## src/rtl/toggle_event_monitor.sv

```systemverilog
// toggle_event_monitor: per-bit synchronised, glitch-filtered toggle detector with sticky flags and saturating event count
module toggle_event_monitor #(
  parameter int WIDTH         = 8,
  parameter int SYNC_STAGES   = 2,
  parameter int FILTER_CYCLES = 0,
  parameter int CNT_WIDTH     = 16
) (
  input  logic                 clk,
  input  logic                 reset,
  input  logic [WIDTH-1:0]     signal,
  input  logic [1:0]           edge_mode,
  input  logic                 clear,
  output logic [WIDTH-1:0]     toggle_vec,
  output logic                 toggle_flag,
  output logic [WIDTH-1:0]     sticky_vec,
  output logic [CNT_WIDTH-1:0] event_count,
  output logic                 count_sat
);
  // One capture flop ahead of the synchroniser flops gives the filter a registered sample,
  // so a toggle pulse appears SYNC_STAGES + 1 + FILTER_CYCLES edges after the input change.
  localparam int NS = SYNC_STAGES + 1;
  localparam int CW1 = CNT_WIDTH + 1;
  localparam logic [3:0] FC = 4'(FILTER_CYCLES);
  logic [NS-1:0][WIDTH-1:0] sync_q, sync_d;
  logic [WIDTH-1:0][3:0] cnt_q, cnt_d;
  logic [WIDTH-1:0] s, f_q, f_d, toggle_q, toggle_d, sticky_q, sticky_d;
  logic [CNT_WIDTH-1:0] count_q, count_d;
  logic count_sat_q, count_sat_d;
  logic [CNT_WIDTH:0] pc, sum;
  assign s = sync_q[NS-1];
  // Shift the sampled input down the synchroniser chain.
  always_comb begin
    sync_d[0] = signal;
    for (int i = 1; i < NS; i++) sync_d[i] = sync_q[i-1];
  end
  // Per-bit filter: accept a new level only after it has been stable long enough; flag mode-qualified changes.
  always_comb begin
    cnt_d = '0;
    f_d = f_q;
    toggle_d = '0;
    for (int i = 0; i < WIDTH; i++) begin
      cnt_d[i] = (s[i] == f_q[i] || cnt_q[i] == FC) ? 4'd0 : cnt_q[i] + 4'd1;
      f_d[i] = (s[i] != f_q[i] && cnt_q[i] == FC) ? s[i] : f_q[i];
      toggle_d[i] = (f_d[i] != f_q[i]) &&
                    (edge_mode == 2'b00 || (edge_mode == 2'b01 && f_d[i]) || (edge_mode == 2'b10 && !f_d[i]));
    end
  end
  // Accumulate pulses into sticky flags and a saturating counter; clear takes priority.
  always_comb begin
    pc = '0;
    for (int i = 0; i < WIDTH; i++) pc = pc + CW1'(toggle_q[i]);
    sum = {1'b0, count_q} + pc;
    count_d = clear ? '0 : sum[CNT_WIDTH] ? '1 : sum[CNT_WIDTH-1:0];
    sticky_d = clear ? '0 : sticky_q | toggle_q;
    count_sat_d = &count_d;
  end
  // State registers, cleared immediately when reset is low.
  always_ff @(posedge clk or negedge reset) begin
    if (!reset) begin
      sync_q <= '0;
      cnt_q <= '0;
      f_q <= '0;
      toggle_q <= '0;
      sticky_q <= '0;
      count_q <= '0;
      count_sat_q <= 1'b0;
    end else begin
      sync_q <= sync_d;
      cnt_q <= cnt_d;
      f_q <= f_d;
      toggle_q <= toggle_d;
      sticky_q <= sticky_d;
      count_q <= count_d;
      count_sat_q <= count_sat_d;
    end
  end
  assign toggle_vec = toggle_q;
  assign toggle_flag = |toggle_q;
  assign sticky_vec = sticky_q;
  assign event_count = count_q;
  assign count_sat = count_sat_q;
endmodule

```

## config.mk

```make
export PLATFORM = sky130hd
export DESIGN_NAME = toggle_event_monitor
export DESIGN_NICKNAME = d
export VERILOG_FILES = /design/src/rtl/toggle_event_monitor.sv
export SDC_FILE = /design/constraint.sdc
export NUM_CORES = 1
export LEC_CHECK = 0
export ABC_AREA = 0
export BUFFER_PORTS_ARGS = -buffer_cell sky130_fd_sc_hd__clkbuf_2
export CORE_MARGIN = 2
export CORE_UTILIZATION = 42
export DETAILED_ROUTE_END_ITERATION = 16
export PLACE_DENSITY = 0.65
export SYNTH_ARGS = -nofsm -noshare
export SYNTH_HDL_FRONTEND = slang
export SYNTH_SLANG_ARGS = --single-unit
```

## constraint.sdc

```tcl
create_clock -name clk -period 6.85 [get_ports clk]
set_clock_uncertainty 0.05 [all_clocks]
set_input_delay 0.3425 -clock clk [delete_from_list [all_inputs] [get_ports clk]]
set_output_delay 0.3425 -clock clk [all_outputs]
set_load 0.01 [all_outputs]
```

[After elaboration in Yosys (flattened, before gate mapping)]
Cells that the tools add are included.
Operators by class
  muxes and demuxes: 19
  reductions and logical operators: 75
  equal/unequal tests: 26
  bitwise gates (word level): 1
  add/sub/neg operators: 16
Operators with widths (count)
  4-bit by 1-bit adder with 4-bit output, second input constant: 8
  1-bit logical AND: 32
  4-bit zero test: 8
  16-bit two-way mux: 2
  4-bit two-way mux: 8
  1-bit logical OR: 24
  16-bit by 8-bit adder with 17-bit output: 1
  1-bit != test: 16
  16-bit AND reduction: 1
  7-bit by 1-bit adder with 8-bit output: 1
  1-bit equality test: 8
  1-bit zero test: 8
  1-bit two-way mux: 8
  8-bit two-way mux: 1
  8-bit bitwise OR: 1
  8-bit OR reduction: 1
  6-bit by 1-bit adder with 7-bit output: 1
  5-bit by 1-bit adder with 6-bit output: 1
  4-bit by 1-bit adder with 5-bit output: 1
  3-bit by 1-bit adder with 4-bit output: 1
  2-bit by 1-bit adder with 3-bit output: 1
  1-bit by 1-bit adder with 2-bit output: 1
  2-bit by 1-bit equality test with 1-bit output, second input constant: 1
  2-bit equality test, second input constant: 1
  2-bit zero test: 1
Word-level totals
  flip-flop bits (word level): 97
  input port bits: 13
  word-level logic and storage cells: 153

[Longest topological paths before layout]
  depth in word-level cells: 11
  depth in mapped cells: 13

[Worst setup path after synthesis]
OpenSTA, ideal clock, no wires.
  kind: reg2reg
  from: register toggle_q[0] (netlist: toggle_vec[0])
  to: register count_sat_q (netlist: count_sat)
  slack: 2.999 ns
  stages on the path, launching flop included: 14
  arrival time: 3.705 ns
  path buffers: 0
  period minus slack after synthesis: 3.851 ns
  cell sequence: dfrtp_1 fa_1 inv_1 fa_1 fa_1 fa_1 inv_1 fa_1 a211o_1 and3_1 xor2_1 nor4b_1 a31oi_1 a311oi_2
On the way
  word-level cells in the longest chain between the ends: 11
Ends and longest elaborated chain
  start: declaration: RTL line 26  | logic [WIDTH-1:0] s, f_q, f_d, toggle_q, toggle_d, sticky_q, sticky_d;
  start signal: assignment: RTL line 71  | toggle_q <= toggle_d;
  1-bit by 1-bit adder with 2-bit output: RTL line 51  | for (int i = 0; i < WIDTH; i++) pc = pc + CW1'(toggle_q[i]);
  2-bit by 1-bit adder with 3-bit output: RTL line 51
  3-bit by 1-bit adder with 4-bit output: RTL line 51
  4-bit by 1-bit adder with 5-bit output: RTL line 51
  5-bit by 1-bit adder with 6-bit output: RTL line 51
  6-bit by 1-bit adder with 7-bit output: RTL line 51
  7-bit by 1-bit adder with 8-bit output: RTL line 51
  16-bit by 8-bit adder with 17-bit output: RTL line 52  | sum = {1'b0, count_q} + pc;
  16-bit two-way mux (2 in a row): RTL line 53  | count_d = clear ? '0 : sum[CNT_WIDTH] ? '1 : sum[CNT_WIDTH-1:0];
  16-bit AND reduction: RTL line 55  | count_sat_d = &count_d;
  net count_sat_d: RTL line 28  | logic count_sat_q, count_sat_d;
  end signal: assignment: RTL line 74  | count_sat_q <= count_sat_d;
  end: declaration: RTL line 28
The timed path passes the listed nets, and every way through them passes these cells.

[Worst setup path in the final report]
Same ends and word-level chain as after synthesis.

==> metrics.txt <==
# TYPE chip_impl_metric gauge
chip_impl_metric{name="final_period_minus_worst_setup_slack",unit="ps"} 4070
chip_impl_metric{name="async_flop_share",unit="%"} 100
chip_impl_info{name="timing.critical_path.from_type",value="register"} 1
chip_impl_metric{name="drc_errors",unit=""} 0
chip_impl_metric{name="clock.fmax",unit="MHz"} 246
chip_impl_info{name="critical_path.endpoint",value="count_sat"} 1
chip_impl_metric{name="avgSynthCellArea",unit="µm²"} 11.3
chip_impl_metric{name="synth-warning-count",unit=""} 0
chip_impl_info{name="dominantRegCellSynth",value="dfrtp_1"} 1
chip_impl_metric{name="reg2reg_setup_slack",unit="ps"} 2780
chip_impl_info{name="type_of_the_worst_setup_path",value="reg -> reg"} 1
chip_impl_metric{name="power_density",unit="nW/µm²"} 229
chip_impl_metric{name="cts_buffer_depth",unit=""} 2
chip_impl_metric{name="globalRouteTotalUtil",unit="%"} 15.1
chip_impl_metric{name="via_count_of_the_first_global_routing_pass",unit=""} 2789
chip_impl_metric{name="clkTransAtPathRegs",unit="ps"} 100
chip_impl_metric{name="timing.critical_path.fanout_max",unit=""} 4
chip_impl_metric{name="area_delta_synth_final",unit="%"} 13.2
chip_impl_metric{name="clk_latency",unit="ps"} 360
chip_impl_info{name="clk_tree_root_cell",value="clkbuf_8"} 1
chip_impl_metric{name="detailedRoute.firstPassIterationCount",unit=""} 4
chip_impl_metric{name="post-cts-setup-buffer-count",unit=""} 0
chip_impl_metric{name="slew_violations",unit=""} 0
chip_impl_info{name="timing.critical_path.slowest_stage_cell",value="fa_1"} 1
chip_impl_metric{name="dieWidth",unit="µm"} 106
chip_impl_info{name="startpoint_of_the_most_critical_setup_path",value="toggle_vec[0]"} 1
chip_impl_info{name="layout.cells.most_common_list",value="dfrtp_1 (97), nor2_1 (56), clkbuf_2 (45), inv_1 (38), ha_1 (23)"} 1
chip_impl_info{name="cp_common_cell",value="fa_1"} 1
chip_impl_metric{name="cts-buffers-inserted",unit=""} 9
chip_impl_metric{name="fin_tns_setup",unit="ps"} 0
chip_impl_metric{name="period_share",unit="%"} 59.5
chip_impl_metric{name="core_area",unit="µm²"} 10200
chip_impl_info{name="outcome",value="finished clean"} 1
chip_impl_metric{name="report.final.setup_viol",unit=""} 0
chip_impl_metric{name="floorplan.initialDensity",unit="%"} 42.6
chip_impl_metric{name="timing.critical_path.required",unit="ps"} 7080
chip_impl_info{name="r2r_start",value="toggle_vec[0]"} 1
chip_impl_metric{name="detail-route-antenna-nets",unit=""} 0
chip_impl_info{name="mostFrequentLayoutCell",value="dfrtp_1"} 1
chip_impl_metric{name="drive_above_1_share",unit="%"} 18.4
chip_impl_metric{name="tritoncts_num_sinks",unit=""} 97
chip_impl_metric{name="irDropWorstVdd",unit="V"} 0.000137
chip_impl_metric{name="ys_ff_latch",unit=""} 97
chip_impl_metric{name="dieHeight",unit="µm"} 106
chip_impl_info{name="worst_r2r_endpoint",value="count_sat"} 1
chip_impl_info{name="min_path_type",value="in -> reg"} 1
chip_impl_metric{name="timing.critical_path.buf_inv",unit=""} 2
chip_impl_metric{name="clock_tree.htree_level_count",unit=""} 3
chip_impl_metric{name="initial_antenna_violation_count",unit=""} 0
chip_impl_metric{name="wire_length_per_cell_after_detailed_routing",unit="µm"} 13.3
chip_impl_metric{name="syn-instance-count",unit=""} 383
chip_impl_metric{name="grt_start_max_net_pins",unit=""} 86
chip_impl_info{name="cp_cell_sequence",value="fa_1, inv_1, fa_1, fa_1, fa_1, inv_1, fa_1, a211o_1, and3_1, xor2_1, nor4b_1, a31oi_1, a311oi_2"} 1
chip_impl_metric{name="synth_cell_area",unit="µm²"} 4340
chip_impl_metric{name="synth-edff-count",unit=""} 0
chip_impl_metric{name="fillers",unit=""} 949
chip_impl_info{name="clock_tree_from_tritoncts",value="built"} 1
chip_impl_metric{name="synthesis.nets",unit=""} 424
chip_impl_metric{name="timing.final.hold_violations",unit=""} 0
chip_impl_metric{name="worst_ep_arrival",unit="ps"} 4300
chip_impl_metric{name="fp-row-count",unit=""} 37
chip_impl_metric{name="global_route.overflow_total",unit=""} 0
chip_impl_metric{name="max_cap_viol_count",unit=""} 0
chip_impl_metric{name="detailedPlacementHpwl",unit="mm"} 5.48
chip_impl_metric{name="routed_wire_length",unit="mm"} 7.64
chip_impl_metric{name="ys_seq_area_share",unit="%"} 56.0
chip_impl_metric{name="first_iter_violations",unit=""} 126
chip_impl_metric{name="drt-vias-per-instance",unit=""} 4.86
chip_impl_metric{name="fin_nets",unit=""} 476
chip_impl_metric{name="area.sequential",unit="µm²"} 2430
chip_impl_metric{name="die_ar",unit="µm²"} 11200
chip_impl_metric{name="worst_case_headroom_to_the_max_slew_limit",unit="%"} 31.1
chip_impl_metric{name="global_route_wire_length_before_repair",unit="mm"} 13.2
chip_impl_info{name="end_kind",value="register"} 1
chip_impl_metric{name="cp_num_cells",unit=""} 13
chip_impl_metric{name="tightestPinTransition",unit="ps"} 1030
chip_impl_info{name="critical_path.top_delay_family",value="adder cells"} 1
chip_impl_metric{name="antennaDiodeCount",unit=""} 0
chip_impl_metric{name="area_of_the_multi_input_gates",unit="µm²"} 1730
chip_impl_metric{name="length_in_cells_of_the_worst_reg_to_reg_path",unit=""} 13
chip_impl_metric{name="total_power_of_the_final_layout",unit="mW"} 1.13
chip_impl_metric{name="pin_count",unit=""} 47
chip_impl_metric{name="crit_path_max_incr_delay",unit="ps"} 550
chip_impl_metric{name="synth_cell_types",unit=""} 48
chip_impl_metric{name="power_leakage",unit="nW"} 2.30
chip_impl_metric{name="via_count",unit=""} 2802
chip_impl_metric{name="port_buffers",unit=""} 46
chip_impl_info{name="setup_repair_after_global_routing_missed_its_margin",value="no"} 1
chip_impl_metric{name="place.gp.congestion",unit=""} 0.824
==> sequential cells by signal (all words and copies together), names as in the netlist <==
name         count
cnt_q           32
count_sat        1
event_count     16
f_q              8
s                8
sticky_vec       8
sync_d          16
toggle_vec       8
==> cells in the mapped netlist (3+ instances only) <==
cell type | instances | area [µm²]
clkbuf_1 | 5 | 18.8
dfrtp_1 | 97 | 2430
nand2_1 | 6 | 22.5
inv_1 | 38 | 143
fa_1 | 5 | 100
xnor2_1 | 10 | 87.6
nand3_1 | 17 | 85.1
and3_1 | 3 | 18.8
ha_1 | 23 | 288
a21oi_1 | 14 | 70.1
xor2_1 | 14 | 123
o22ai_1 | 8 | 50.1
nor3b_1 | 9 | 67.6
mux2_2 | 8 | 90.1
nand2b_1 | 16 | 100
and2_1 | 8 | 50.1
nor2_1 | 56 | 210
a21o_1 | 8 | 60.1
o21ai_0 | 3 | 15.0
==> final cells by class <==
type                       count  area share [%]
clock buffer                   9            2.52
clock inverter                 7            1.30
inverter                      38            2.90
multi-input combinational    241            35.3
sequential                    97            49.4
tap                          136            3.46
timing repair buffer          48            5.10
==> how the worst min path moves through the flow <==
stage | from | to | slack (ps) | depth (start not counted)
detailed placement | reset | event_count[12] | 140 | 1
finish | signal[4] | sync_d[12] | 30 | 1
CTS | signal[4] | sync_d[12] | 5 | 1
global placement | reset | event_count[14] | 140 | 1
global route | signal[5] | sync_d[13] | 7 | 1
floorplan | reset | cnt_q[0] | -3 | 0
==> cells by family (layout without fill, tap and decap cells) <==
logic type | Yosys count | after routing | share of synthesized area (%)
AO/OA/AOI/OAI | 50 | 50 | 8.25
XOR/XNOR | 24 | 24 | 4.85
adder cells (fa/ha/maj) | 28 | 28 | 8.94
buffers and inverters | 45 | 102 | 4.10
flip-flops | 97 | 97 | 56.0
multiplexers | 9 | 9 | 2.31
AND/OR/NAND/NOR | 130 | 130 | 15.6
==> layer usage <==
| layer | global-route usage (%) | part of all wire, % | vias up |
|---|---|---|---|
| met2 | 24.9 | 50 | 53 |
| met1 | 19.1 | 45 | 1371 |
| met5 | 0 | 0 | - |
| met3 | 2.54 | 2.9 | 13 |
| met4 | 7.71 | 2.0 | 0 |
| li1 | - | - | 1365 |
==> through the flow <==
stage               util (%)  cells  cell area, µm²  hold WS [ps]  setup slack (ps)
floorplan                  -    383            4340         -3.09              3000
global placement        46.3    559            4710           142              2900
detailed placement      46.3    559            4710           145              2820
CTS                     48.2    576            4910          4.51              2790
global route            48.2    576            4910          6.99              2590
finish                  48.2    576            4910          27.4              2780
==> power by group <==
| group | switching, mW | internal, mW | total [mW] |
|---|---|---|---|
| sequential | 0.0154 | 0.597 | 0.613 |
| clock | 0.210 | 0.139 | 0.349 |
| combinational | 0.0948 | 0.0705 | 0.165 |
| total | 0.320 | 0.806 | 1.13 |
==> repair_timing <==
action | 4_1_cts | 5_1_grt
hold buffers | 1 | 0
gates resized for setup | 0 | 0
hold endpoints to repair | 12 | 0
Note: power is estimated with default switching activity, not from simulation.
